### src/rtl/bw_logic_unit.sv
// rtl/bw_logic_unit.sv - multi-cycle sliced bitwise logic unit with valid/ready handshakes
//
// Purpose: computes AND/OR/XOR/NOR/NAND/XNOR/ANDN/PASS of two WIDTH-bit
// operands, SLICE bits per clock, so N = WIDTH/SLICE BUSY cycles per op.
// Optional macro BW_FLAGS_EN adds zero / all-ones result flags; when it is
// undefined result_zero and result_ones are tied low.
//
// Ports:
//   clock, reset_n               clock (rising edge), async active-low reset
//   in_valid / in_ready          operand handshake (in_ready = state is IDLE)
//   op, data_operandA/B          operation select and operands
//   out_valid / out_ready        result handshake
//   data_result                  registered result
//   result_zero, result_ones     result flags, meaningful while out_valid

module bw_logic_unit #(
    parameter int WIDTH = 32,
    parameter int SLICE = 8
) (
    input  logic             clock,
    input  logic             reset_n,
    input  logic             in_valid,
    output logic             in_ready,
    input  logic [2:0]       op,
    input  logic [WIDTH-1:0] data_operandA,
    input  logic [WIDTH-1:0] data_operandB,
    output logic             out_valid,
    input  logic             out_ready,
    output logic [WIDTH-1:0] data_result,
    output logic             result_zero,
    output logic             result_ones
);

    localparam int N  = WIDTH / SLICE;
    localparam int KW = (N > 1) ? $clog2(N) : 1;
    localparam logic [KW-1:0] K_LAST = KW'(N - 1);

    generate
        if (WIDTH % SLICE != 0) begin : g_bad_width
            $error("bw_logic_unit: WIDTH must be a multiple of SLICE");
        end
    endgenerate

    typedef enum logic [1:0] {
        IDLE = 2'd0,
        BUSY = 2'd1,
        DONE = 2'd2
    } state_t;

    state_t              state_q;
    logic [KW-1:0]       k_q;
    logic [KW-1:0]       k_d;
    logic [WIDTH-1:0]    a_q;
    logic [WIDTH-1:0]    b_q;
    logic [2:0]          op_q;
    logic [WIDTH-1:0]    result_q;
    logic                out_valid_q;

    logic [SLICE-1:0]    a_sl;
    logic [SLICE-1:0]    b_sl;
    logic [SLICE-1:0]    res_sl;

    assign k_d = k_q + KW'(1);

    // Select the current slice with constant part-selects so k only drives a mux.
    always_comb begin
        a_sl = '0;
        b_sl = '0;
        for (int s = 0; s < N; s++) begin
            if (k_q == KW'(s)) begin
                a_sl = a_q[s*SLICE +: SLICE];
                b_sl = b_q[s*SLICE +: SLICE];
            end
        end
    end

    always_comb begin
        res_sl = '0;
        case (op_q)
            3'b000:  res_sl = a_sl & b_sl;
            3'b001:  res_sl = a_sl | b_sl;
            3'b010:  res_sl = a_sl ^ b_sl;
            3'b011:  res_sl = ~(a_sl | b_sl);
            3'b100:  res_sl = ~(a_sl & b_sl);
            3'b101:  res_sl = ~(a_sl ^ b_sl);
            3'b110:  res_sl = a_sl & ~b_sl;
            default: res_sl = a_sl;
        endcase
    end

`ifdef BW_FLAGS_EN
    logic zero_acc_q;
    logic ones_acc_q;
    logic zero_q;
    logic ones_q;
`endif

    always_ff @(posedge clock or negedge reset_n) begin
        if (!reset_n) begin
            state_q     <= IDLE;
            k_q         <= '0;
            a_q         <= '0;
            b_q         <= '0;
            op_q        <= '0;
            result_q    <= '0;
            out_valid_q <= 1'b0;
`ifdef BW_FLAGS_EN
            zero_acc_q  <= 1'b0;
            ones_acc_q  <= 1'b0;
            zero_q      <= 1'b0;
            ones_q      <= 1'b0;
`endif
        end else begin
            case (state_q)
                IDLE: begin
                    if (in_valid) begin
                        a_q     <= data_operandA;
                        b_q     <= data_operandB;
                        op_q    <= op;
                        k_q     <= '0;
                        state_q <= BUSY;
`ifdef BW_FLAGS_EN
                        zero_acc_q <= 1'b1;
                        ones_acc_q <= 1'b1;
`endif
                    end
                end
                BUSY: begin
                    for (int s = 0; s < N; s++) begin
                        if (k_q == KW'(s)) begin
                            result_q[s*SLICE +: SLICE] <= res_sl;
                        end
                    end
`ifdef BW_FLAGS_EN
                    zero_acc_q <= zero_acc_q & (res_sl == '0);
                    ones_acc_q <= ones_acc_q & (res_sl == '1);
`endif
                    if (k_q == K_LAST) begin
                        k_q         <= '0;
                        out_valid_q <= 1'b1;
                        state_q     <= DONE;
`ifdef BW_FLAGS_EN
                        // Fold in the last slice directly; the accumulator lags by one write.
                        zero_q <= zero_acc_q & (res_sl == '0);
                        ones_q <= ones_acc_q & (res_sl == '1);
`endif
                    end else begin
                        k_q <= k_d;
                    end
                end
                DONE: begin
                    if (out_ready) begin
                        out_valid_q <= 1'b0;
                        state_q     <= IDLE;
`ifdef BW_FLAGS_EN
                        zero_q <= 1'b0;
                        ones_q <= 1'b0;
`endif
                    end
                end
                default: state_q <= IDLE;
            endcase
        end
    end

    assign in_ready    = (state_q == IDLE);
    assign out_valid   = out_valid_q;
    assign data_result = result_q;
`ifdef BW_FLAGS_EN
    assign result_zero = zero_q;
    assign result_ones = ones_q;
`else
    assign result_zero = 1'b0;
    assign result_ones = 1'b0;
`endif

endmodule
### config.mk
export PLATFORM = sky130hd
export DESIGN_NAME = bw_logic_unit
export DESIGN_NICKNAME = d
export VERILOG_FILES = /design/src/rtl/bw_logic_unit.sv
export SDC_FILE = /design/constraint.sdc
export NUM_CORES = 1
export LEC_CHECK = 0
export CAP_MARGIN = 20
export CORE_MARGIN = 2
export CORE_UTILIZATION = 41
export CTS_CLUSTER_DIAMETER = 80
export DETAILED_ROUTE_END_ITERATION = 16
export PLACE_DENSITY = 0.65
export REMOVE_ABC_BUFFERS = 1
export SYNTH_ARGS = -nofsm -noshare
export SYNTH_HDL_FRONTEND = slang
export SYNTH_SLANG_ARGS = --single-unit
### constraint.sdc
create_clock -name clock -period 2.26 [get_ports clock]
set_input_delay 0.452 -clock clock [delete_from_list [all_inputs] [get_ports clock]]
set_output_delay 0.452 -clock clock [all_outputs]
set_load 0.02 [all_outputs]
==> results of run 1 <==
## kinds of logic (layout without fill, tap and decap cells)
family                     Yosys count  after routing
buffers and inverters               41            165
muxes                               67             67
DFF                                104            104
AOI/OAI and AO/OA                  135            135
adders and majority gates            9              9
and+or+nand+nor                    145            147
other                                1              2
## power by group
group / switching (W) / internal, W
Combinational: 0.00433 / 0.00407
Sequential: 0.000802 / 0.00281
Clock: 0.000661 / 0.000872
Total: 0.00580 / 0.00775
## how the worst max path moves through the flow
| stage | startpoint | to | slack [ps] | depth (start not counted) |
|---|---|---|---|---|
| 3_5_place_dp | k_q[0] | data_result[16] | -120 | 8 |
| 4_1_cts | k_q[0] | data_result[6] | -2 | 9 |
| 6_report | k_q[0] | data_result[22] | 20 | 9 |
| 2_1_floorplan | state_q[0] | a_q[0] | -700 | 3 |
| 3_3_place_gp | k_q[0] | data_result[30] | 20 | 9 |
| 5_1_grt | k_q[0] | data_result[6] | -80 | 9 |
## stage by stage
step,power (W),worst slack [ps],hold WS [ps],setup TNS [ps]
2_1_floorplan,0.008263,-697.8,156.4,-49250
3_3_place_gp,0.01037,16.13,471.5,0
3_5_place_dp,0.01061,-115.2,480.4,-834.4
4_1_cts,0.01230,-1.709,145.1,-1.709
5_1_grt,0.01441,-77.24,174.7,-930.6
6_report,0.01355,18.28,129.9,0
## repair_timing
action / 4_1_cts / 5_1_grt
gates resized for setup: 9 / 64
pin swaps: 2 / 34
endpoints found under the setup margin: 24 / 32
cloned: 1 / 1
setup buffers: 1 / 14
hold endpoints to repair: 0 / 0
## cell usage after synthesis (all sizes together), types with 6 or more instances
library cell and count:
inv 6, a211oi 7, and3 8, buf 25
mux2 66, o31ai 24, clkbuf 10, a21oi 10
nand3 25, dfrtp 104, o21ai 25, o211ai 18
a2bb2oi 8, nor2 18, a211o 7, o22ai 13
nand2 59, nand2b 6, nand3b 11
## registers in the layout (all words and copies together), names as in the netlist
name,cells
a_q,32
k_q,2
data_result,32
b_q,32
op_q,3
state_q,2
out_valid,1
## per-layer routing
metal  track usage  wire, um
met1        0.2892      6859
met4       0.07849       236
met5             0         0
met3       0.03019       877
met2        0.3316      7328
## cell type report
| cell class | count | area, um2 |
|---|---|---|
| repair buffers | 146 | 1450 |
| well taps | 176 | 220.2 |
| clock inverters | 1 | 30.03 |
| clock buffers | 12 | 246.5 |
| multi-input cells | 360 | 3029 |
| fillers | 1129 | 5634 |
| flip-flops and latches | 104 | 2605 |
| inverters | 6 | 27.53 |
==> results.py, run 1 <==
metrics = {
    "floorplanning": {
        "die_w_um": 120.5,
        "start_util": 0.4204,
        "dieArea_um2": 14530,
        "die_y_um": 120.5,
        "core_area_um2": 13240,
        "rows": 42,
        "io_pins": 107,
    },
    "cts": {
        "htree_levels": 3,
        "cts_buffer_depth": 2,
        "cts_made_buffers": 9,
        "cts.sinks": 104,
        "cts_root_buf": "clkbuf_16",
        "path_clk_slew_ps": 70,
        "cts_tree": "yes",
        "cts_hold_buffers": 0,
        "clk_latency_ps": 360,
    },
    "yosys": {
        "synth_edf_count": 0,
        "synth-simple-area-share": 0.1391,
        "synthArstFlopShare": 1.000,
        "synthCells": 502,
        "synth_warnings": 0,
        "synth_top_family_by_area": "compound AO/OA/AOI/OAI gates",
        "ys_seq_area_frac": 0.4674,
        "syn_avg_cell_area_um2": 11.09,
        "ys_seq_elements": 104,
        "synth_area_leaders": "dfrtp_1 47%, mux2_2 13%, nand2_1 4.0%, o31ai_1 3.2%, nand3_1 2.2%",
        "synth_fa_ha_area_frac": 0.01910,
        "ys_types": 55,
        "yosys.area_share.xor_xnor": 0,
        "synth_compound_area_frac": 0.1946,
        "synth_area_leader_cell": "dfrtp_1",
        "synth_area_um2": 5568,
        "yosysTopAreaCellShare": 0.4674,
        "muxShareOfSynthArea": 0.1353,
        "synthFlopType": "dfrtp_1",
    },
    "setup_path": {
        "critPathMostFrequentCell": "o211ai_1",
        "cp_max_fo": 8,
        "reg2reg_to": "data_result[22]",
        "r2r_cells": 9,
        "crit_path_start_kind": "flip-flop",
        "ff2ff_setup_slack_ps": 20,
        "worst_path_max_delay_cell": "dfrtp_2",
        "crit_type": "reg2reg",
        "critical_path.top_delay_family": "compound AO/OA/AOI/OAI gates",
        "cpPeakStageDelay_ps": 480,
        "cp.required_ps": 2510,
        "crit_arrival_ps": 2490,
        "critPathBufInv": 2,
        "cp-end-kind": "flip-flop",
        "rr_startpoint": "k_q[0]",
        "critical_path.cell_chain": "inv_4 > ha_4 > buf_8 > nand2_1 > o211a_4 > o211ai_1 > o211ai_1 > and3b_2 > o31ai_2",
    },
    "global_route": {
        "grt_first_pass_wirelength_um": 23440,
        "gr-total-overflow": 0,
        "grt_max_degree": 51,
        "grtUsageTotal": 0.2085,
        "grt_pass1_vias": 4433,
        "antenna_found_initial": 0,
    },
    "detailed_routing": {
        "avgRoutedWirePerCell_um": 19.01,
        "via_per_inst": 5.616,
        "wl_um": 15300,
        "antenna_left": 0,
        "drc": 0,
        "dr.pass1.iters": 4,
        "drtIter0Drc": 329,
        "num_vias": 4521,
    },
    "sta": {
        "fin_worst_skew_ps": 10.51,
        "fmax_mhz": 446.1,
        "min_period_ps": 2242,
        "finalCritPeriodShare": 0.9919,
        "tightest_slew_ps": 677.8,
        "finalSetupViolations": 0,
        "relSlewSlack": 0.5481,
        "hold_viol": 0,
        "rsz0062_at_grt": "true",
        "slew_viol_final": 0,
    },
    "power_and_ir_drop": {
        "power_density_nw_per_um2": 1780,
        "cellLeakagePower_nw": 3.046,
        "vdd_drop_max_uv": 605.8,
    },
    "layout": {
        "final_area_um2": 7609,
        "mostFrequentLayoutCell": "clkdlybuf4s50_1",
        "diodes": 0,
        "nNetsFinal": 702,
        "post-route-util": 0.5745,
        "final_cell_mix": "103 x clkdlybuf4s50_1, 102 x dfrtp_1, 66 x mux2_2, 58 x nand2_1, 32 x buf_4",
        "fin_cells": 805,
        "drive_gt1_frac": 0.3307,
        "area_growth_pct": 36.65,
    },
    "placed_design": {
        "portBuffers": 104,
        "gp_congestion": 0.8748,
        "dp_hpwl_um": 10650,
        "place_area_um2": 6838,
        "placed_cells": 775,
    },
    "status": {
        "outcome": "finished clean",
    },
    "worst_hold_path": {
        "min_path_type": "in2async",
    },
    "job": {
        "cap_violations": 0,
    },
}
(Power assumes the default switching activity.)
==> inputs of run 2 (changes only) <==
Settings changed: CAP_MARGIN 20 to unset.
==> results of run 2 <==
Final layout, timing and power as in run 1 (identical DEF).
